### config.mk
export PLATFORM = sky130hd
export DESIGN_NAME = mem_arbiter
export DESIGN_NICKNAME = d
export VERILOG_FILES = /design/src/rtl/mem_arbiter.sv
export SDC_FILE = /design/constraint.sdc
export NUM_CORES = 1
export LEC_CHECK = 0
export CORE_ASPECT_RATIO = 1.1
export CORE_MARGIN = 2
export CORE_UTILIZATION = 45
export CTS_CLUSTER_DIAMETER = 150
export DETAILED_ROUTE_END_ITERATION = 8
export GPL_TIMING_DRIVEN = 1
export PLACE_DENSITY = 0.85
export SLEW_MARGIN = 20
export SYNTH_ARGS = -nofsm -noshare
export SYNTH_HDL_FRONTEND = slang
export SYNTH_SLANG_ARGS = --single-unit
### constraint.sdc
create_clock -name clk -period 2.85 [get_ports clk]
set_clock_uncertainty 0.15 [all_clocks]
set_input_delay 0.285 -clock clk [delete_from_list [all_inputs] [get_ports clk]]
set_output_delay 0.285 -clock clk [all_outputs]
set_load 0.1 [all_outputs]
### src/rtl/mem_arbiter.sv
// mem_arbiter: two-port round-robin arbiter and access sequencer for a
// shared 256 x 8 data memory with a combinational read port and a
// level-sensitive write port.
//
// Every access walks IDLE -> ACCESS -> DONE -> IDLE. All outputs are
// registered, so there is no combinational path from req* to any mem_*
// pin. mem_write can therefore only be high while mem_addr/mem_wdata are
// stable. A port may set lock with a request to keep ownership for its
// next access, which makes read-modify-write pairs atomic.
//
// Ports:
//   clk, rst              clock; asynchronous active-low reset
//   req0/1                access request, held until the matching ack
//   we0/1                 1 = write, 0 = read (sampled with the request)
//   lock0/1               keep the grant after this access completes
//   addr0/1, wdata0/1     access address and write data
//   ack0/1                one-cycle completion pulse
//   rdata0/1              registered read result, per port
//   mem_addr, mem_wdata   to memory Address / WriteData
//   mem_read, mem_write   to memory MemRead / MemWrite
//   mem_rdata             from memory ReadData
//   busy                  high in ACCESS and DONE
//   grant_id              port owning the current or last transaction
module mem_arbiter #(
    parameter int ADDR_W = 8,
    parameter int DATA_W = 8
) (
    input  logic              clk,
    input  logic              rst,
    input  logic              req0,
    input  logic              req1,
    input  logic              we0,
    input  logic              we1,
    input  logic              lock0,
    input  logic              lock1,
    input  logic [ADDR_W-1:0] addr0,
    input  logic [ADDR_W-1:0] addr1,
    input  logic [DATA_W-1:0] wdata0,
    input  logic [DATA_W-1:0] wdata1,
    output logic              ack0,
    output logic              ack1,
    output logic [DATA_W-1:0] rdata0,
    output logic [DATA_W-1:0] rdata1,
    output logic [ADDR_W-1:0] mem_addr,
    output logic [DATA_W-1:0] mem_wdata,
    output logic              mem_read,
    output logic              mem_write,
    input  logic [DATA_W-1:0] mem_rdata,
    output logic              busy,
    output logic              grant_id
);

    typedef enum logic [1:0] {
        S_IDLE,
        S_ACCESS,
        S_DONE
    } state_t;

    state_t state, state_next;

    logic last;      // port served most recently (round-robin pointer)
    logic locked;    // owner keeps the grant for its next access
    logic owner;     // port holding the lock
    logic cur_we;
    logic cur_lock;

    logic              grant_valid;
    logic              grant_port;
    logic [ADDR_W-1:0] sel_addr;
    logic [DATA_W-1:0] sel_wdata;
    logic              sel_we;
    logic              sel_lock;

    always_ff @(posedge clk or negedge rst) begin
        if (!rst) begin
            state <= S_IDLE;
        end else begin
            // NOTE: state registers use non-blocking assignments so every
            // flop samples the pre-edge value of its neighbours.
            state <= state_next;
        end
    end

    always_comb begin
        // NOTE: every signal gets a default first so no path leaves it
        // unassigned, which would infer a latch.
        state_next  = state;
        grant_valid = 1'b0;
        grant_port  = 1'b0;

        if (locked) begin
            // Only the lock owner is considered; the other port starves.
            grant_port  = owner;
            grant_valid = owner ? req1 : req0;
        end else if (req0 && req1) begin
            grant_valid = 1'b1;
            grant_port  = ~last;
        end else if (req0) begin
            grant_valid = 1'b1;
        end else if (req1) begin
            grant_valid = 1'b1;
            grant_port  = 1'b1;
        end

        sel_addr  = grant_port ? addr1  : addr0;
        sel_wdata = grant_port ? wdata1 : wdata0;
        sel_we    = grant_port ? we1    : we0;
        sel_lock  = grant_port ? lock1  : lock0;

        case (state)
            S_IDLE:   if (grant_valid) state_next = S_ACCESS;
            S_ACCESS: state_next = S_DONE;
            S_DONE:   state_next = S_IDLE;
            default:  state_next = S_IDLE;
        endcase
    end

    // Registered outputs and transaction context. Each output is set on
    // the edge entering the state in which it must be visible.
    always_ff @(posedge clk or negedge rst) begin
        if (!rst) begin
            ack0      <= 1'b0;
            ack1      <= 1'b0;
            rdata0    <= '0;
            rdata1    <= '0;
            mem_addr  <= '0;
            mem_wdata <= '0;
            mem_read  <= 1'b0;
            mem_write <= 1'b0;
            busy      <= 1'b0;
            grant_id  <= 1'b0;
            last      <= 1'b1;   // port 0 wins the first tie
            locked    <= 1'b0;
            owner     <= 1'b0;
            cur_we    <= 1'b0;
            cur_lock  <= 1'b0;
        end else begin
            case (state)
                S_IDLE: begin
                    if (grant_valid) begin
                        grant_id  <= grant_port;
                        mem_addr  <= sel_addr;
                        mem_wdata <= sel_wdata;
                        cur_we    <= sel_we;
                        cur_lock  <= sel_lock;
                        mem_write <= sel_we;
                        mem_read  <= ~sel_we;
                        busy      <= 1'b1;
                    end
                end
                S_ACCESS: begin
                    mem_read  <= 1'b0;
                    mem_write <= 1'b0;
                    if (!cur_we) begin
                        if (grant_id) rdata1 <= mem_rdata;
                        else          rdata0 <= mem_rdata;
                    end
                    ack0 <= ~grant_id;
                    ack1 <= grant_id;
                end
                S_DONE: begin
                    ack0   <= 1'b0;
                    ack1   <= 1'b0;
                    busy   <= 1'b0;
                    last   <= grant_id;
                    locked <= cur_lock;
                    owner  <= grant_id;
                end
                default: begin
                    busy <= 1'b0;
                end
            endcase
        end
    end

endmodule

# ---- Word level (Yosys, flattened, before mapping)
# Cells that the tools add are included.
dict set report word_totals {
  register_bits 45
  in_bits 48
  out_inout_bits 38
  elab_cells 55
}
dict set report op_classes {
  n_eq_ne 3
  mux 22
  bitwise_logic 5
  n_reduce_logical 9
}
# operator n
set op_table {}
lappend op_table {{2-to-1 mux 8 bit} 2}
lappend op_table {{2-to-1 mux 1 bit} 13}
lappend op_table {{one-hot mux 1 bit (2 select lines)} 5}
lappend op_table {{AND reduction 2 bit} 3}
lappend op_table {{AND reduction 3 bit} 2}
lappend op_table {{NOT 1 bit} 5}
lappend op_table {{one-hot mux 2 bit (2 select lines)} 1}
lappend op_table {{nonzero test 2 bit} 2}
lappend op_table {{equality test 2 x 1 -> 1 bit (second input constant)} 1}
lappend op_table {{equality test 2 bit (second input constant)} 1}
lappend op_table {{logical NOT 2 bit} 1}
lappend op_table {{2-to-1 mux 2 bit} 1}
lappend op_table {{!= test 2 bit (second input constant)} 1}
lappend op_table {{logical AND 1 bit} 1}

# ---- Depth between registers and ports, before layout
dict set report logic_depth {
  depth_word 8
  depth_mapped 6
  ltp_nobuf 5
}

# ---- Worst setup path after synthesis
# Ideal clock, no wire load.
dict set report synth_path {
  kind {register to register}
  from {reg grant_id}
  to {reg rdata1[0]}
  setup_ps 126
  arrival_time_ps 1820
  required_time_ps 2574
  setup_slack_ps 754
  path_stages_with_launch 3
  n_path_buf 0
  period_less_slack_ps 2096
  cell_sequence {dfrtp_1 -> nand3b_1 -> mux2_2}
}
dict set report synth_via {
  elab_chain_cells 1
}
# item line
set synth_rtl {}
lappend synth_rtl {{start, declared} 50} ;# output logic grant_id
lappend synth_rtl {{start signal, assigned} 141} ;# grant_id <= grant_port;
lappend synth_rtl {{AND reduction 3 bit (no source line)} --}
lappend synth_rtl {{end signal, assigned} 155} ;# if (grant_id) rdata1 <= mem_rdata;
lappend synth_rtl {{end, declared} 43} ;# output logic [DATA_W-1:0] rdata1,
# Every way passes these cells.
# A chain may end at the register's enable or synchronous reset.

# ---- Final worst setup path
dict set report layout_path {
  from {reg state[1]}
  to {reg mem_addr[3]}
}
dict set report layout_via {
  elab_chain_cells 2
}
# item line
set layout_rtl {}
lappend layout_rtl {{start, declared} 59} ;# state_t state, state_next;
lappend layout_rtl {{start signal, assigned} 80} ;# state <= state_next;
lappend layout_rtl {{logical NOT 2 bit} 138} ;# case (state)
lappend layout_rtl {{AND reduction 2 bit (no source line)} --}
lappend layout_rtl {{end signal, assigned} 142} ;# mem_addr <= sel_addr;
lappend layout_rtl {{end, declared} 44} ;# output logic [ADDR_W-1:0] mem_addr,
# Every way passes these cells.

==> results_dict.tcl <==
set metrics [dict create \
    synthCells 163 \
    dpl.cell_count 298 \
    pin_count 86 \
    start_util_pct 46.5 \
    grt_overflow 0 \
    die_area_um2 4980 \
    die_h_um 73.8 \
    slowest_stage "dfrtp_1" \
    period_share_pct 69.0 \
    cts_tree "built" \
    first_iter_violations 57 \
    path_cells "inv_1 -> ha_1 -> o21ai_1 -> buf_4 -> or2_1 -> buf_4 -> o21ai_1" \
    grt_max_degree 46 \
    drc 0 \
    hold_slack_ns 0.318 \
    clockBufferDepth 2 \
    antennaDiodeCount 0 \
    nNetsFinal 304 \
    clock_tree.root_cell "clkbuf_8" \
    final_core_util_pct 68.2 \
    drive_above_1_share_pct 29.5 \
    synth-seq-cells 45 \
    ys_types 25 \
    gp_congestion 0.798 \
    grt_pass1_wl_um 6850 \
    htree_levels 2 \
    rsz0062_at_grt "false" \
    cts_resized 0 \
    required_ns 2.92 \
    path_clk_slew_ns 0.08 \
    yosysWarnings 0 \
    fin_cells 308 \
    synth-seq-area-share_pct 56.5 \
    timing_hold_violations_final 0 \
    core_area_um2 4290 \
    vias 1573 \
    fp.dieW_um 67.5 \
    syn_area_per_cell_um2 12.2 \
    relSlewSlack_pct 67.8 \
    ant_nets 0 \
    worstPathArrival_ns 2.04 \
    first_pass_iters 4 \
    cts_buffers 5 \
    crit_type "register to register" \
    max_freq_mhz 509 \
    io_buffers 85 \
    path_max_fanout 22 \
    cp_top_family "buffers and inverters" \
    setup_viol 0 \
    hold_class "input pin to async pin" \
    clkSinkCount 45 \
    critPathLaunchType "register" \
    fp-row-count 25 \
    slew_viol_final 0 \
    wire_per_inst_um 13.9 \
    fin_crit_ns 1.97 \
    grt_use_total_pct 18.3 \
    syn_area_um2 1990 \
    maxCapViolCount 0 \
    outcome "completed" \
    areaGrowthSynthToFinish_pct 46.6 \
    worstSkewPairLatency_ns 0.29 \
    grt_pass1_vias 1540 \
    mappedNetlistNets 214 \
    fin_setup_tns_ns 0 \
    cpPeakStageDelay_ns 0.40 \
    tightest_slew_ns 0.484 \
    endpoint_kind "register" \
    dp_hpwl_um 3180 \
    viasPerCell 5.11 \
    fillers 326 \
    routed_wl_um 4280 \
    antenna_found_initial 0 \
    cp_num_buf_inv 3 \
]
-- repair_timing --
action	in CTS	in global routing
hold endpoints to repair	0	19
buffers inserted	0	0
hold buffers	0	1
-- area by class of cell --
type | count | area, µm² | area share, %
clock buffers | 6 | 82.6 | 2.82
clock inverters | 2 | 13.8 | 0.471
inverters | 5 | 18.8 | 0.642
multi-input cells | 105 | 796 | 27.2
flip-flops and latches | 45 | 1130 | 38.6
well taps | 54 | 67.6 | 2.31
repair buffers | 91 | 818 | 28.0
-- per-layer routing --
| layer | track usage (%) | routed length, µm | share of wire, % |
|---|---|---|---|
| met1 | 23.3 | 1790 | 42 |
| met2 | 29.4 | 2180 | 51 |
| met3 | 3.98 | 219 | 5.1 |
| met4 | 8.84 | 82 | 1.9 |
| met5 | 0 | 0 | 0 |
-- worst paths after layout --
path | startpoint | endpoint | slack, ns | depth (start not counted)
worst max-delay path | state[1]$_DFFE_PN0P_ | mem_addr[3]$_DFFE_PN0P_ | 0.88 | 7
worst min-delay path | rst | rdata0[0]$_DFFE_PN0P_ | 0.32 | 2
worst max register to register | state[1]$_DFFE_PN0P_ | mem_addr[3]$_DFFE_PN0P_ | 0.88 | 7
worst min register to register | rdata0[7]$_DFFE_PN0P_ | rdata0[7]$_DFFE_PN0P_ | 0.36 | 1
max in group asynchronous | rst | last$_DFFE_PN1P_ | 1.66 | 3
min in group clk | rdata0[7]$_DFFE_PN0P_ | rdata0[7]$_DFFE_PN0P_ | 0.36 | 1
-- cell usage in the layout, fill, tap and decap left out, drive strengths merged, types with 3 or more instances in the layout --
| cell | instances |
|---|---|
| buf | 44 |
| clkbuf | 6 |
| clkdlybuf4s50 | 46 |
| dfrtp | 44 |
| ha | 3 |
| inv | 5 |
| mux2 | 19 |
| mux2i | 18 |
| nand2 | 3 |
| o21ai | 46 |
-- through the flow --
step | cell area (µm²) | worst slack (ns)
after floorplan | 1990 | 0.754
after global placement | 2790 | 0.771
after detailed placement | 2790 | 0.743
after CTS | 2890 | 0.886
after global routing | 2920 | 0.729
final | 2920 | 0.884
-- Yosys cell counts, drive strengths merged --
master	number	share of area (%)
nor2	2	0.38
nand2	3	0.56
nor3b	1	0.94
mux2	19	11
buf	4	1.9
nor3	1	0.25
and2	1	0.31
nand3b	2	0.75
o21ai	46	12
mux2i	18	9.0
or2	1	0.31
ha	3	1.9
nand2b	2	0.63
dfrtp	44	55
o31ai	1	0.38
inv	5	0.94
a21oi	1	0.44
dfstp	1	1.3
nor2b	1	0.31
a32o	1	0.50
o211ai	1	0.38
a21boi	1	0.56
clkbuf	4	0.75
-- sequential cells by signal (all words and copies together), names as in the netlist, 2 cells and up --
signal and count:
mem_addr 8, mem_wdata 8, rdata0 8, rdata1 8
state 2
-- logic make-up after synthesis --
family | Yosys count | share of synthesized area [%]
AOI/OAI and AO/OA | 51 | 13.8
adders and majority gates | 3 | 1.88
buffers and inverters | 13 | 3.58
DFF | 45 | 56.5
muxes | 37 | 19.8
and+or+nand+nor | 14 | 4.45
-- worst reg2reg max path: cells and delay by family (launching register included) --
| kind | cells | cell delay (ns) |
|---|---|---|
| adders and majority gates | 1 | 0.22 |
| DFF | 1 | 0.40 |
| AOI/OAI and AO/OA | 2 | 0.23 |
| and+or+nand+nor | 1 | 0.37 |
| buffers and inverters | 3 | 0.53 |
Power is left out: the tool's default activity adds up to more than one toggle a clock period on the data nets, which glitch-free logic cannot reach.
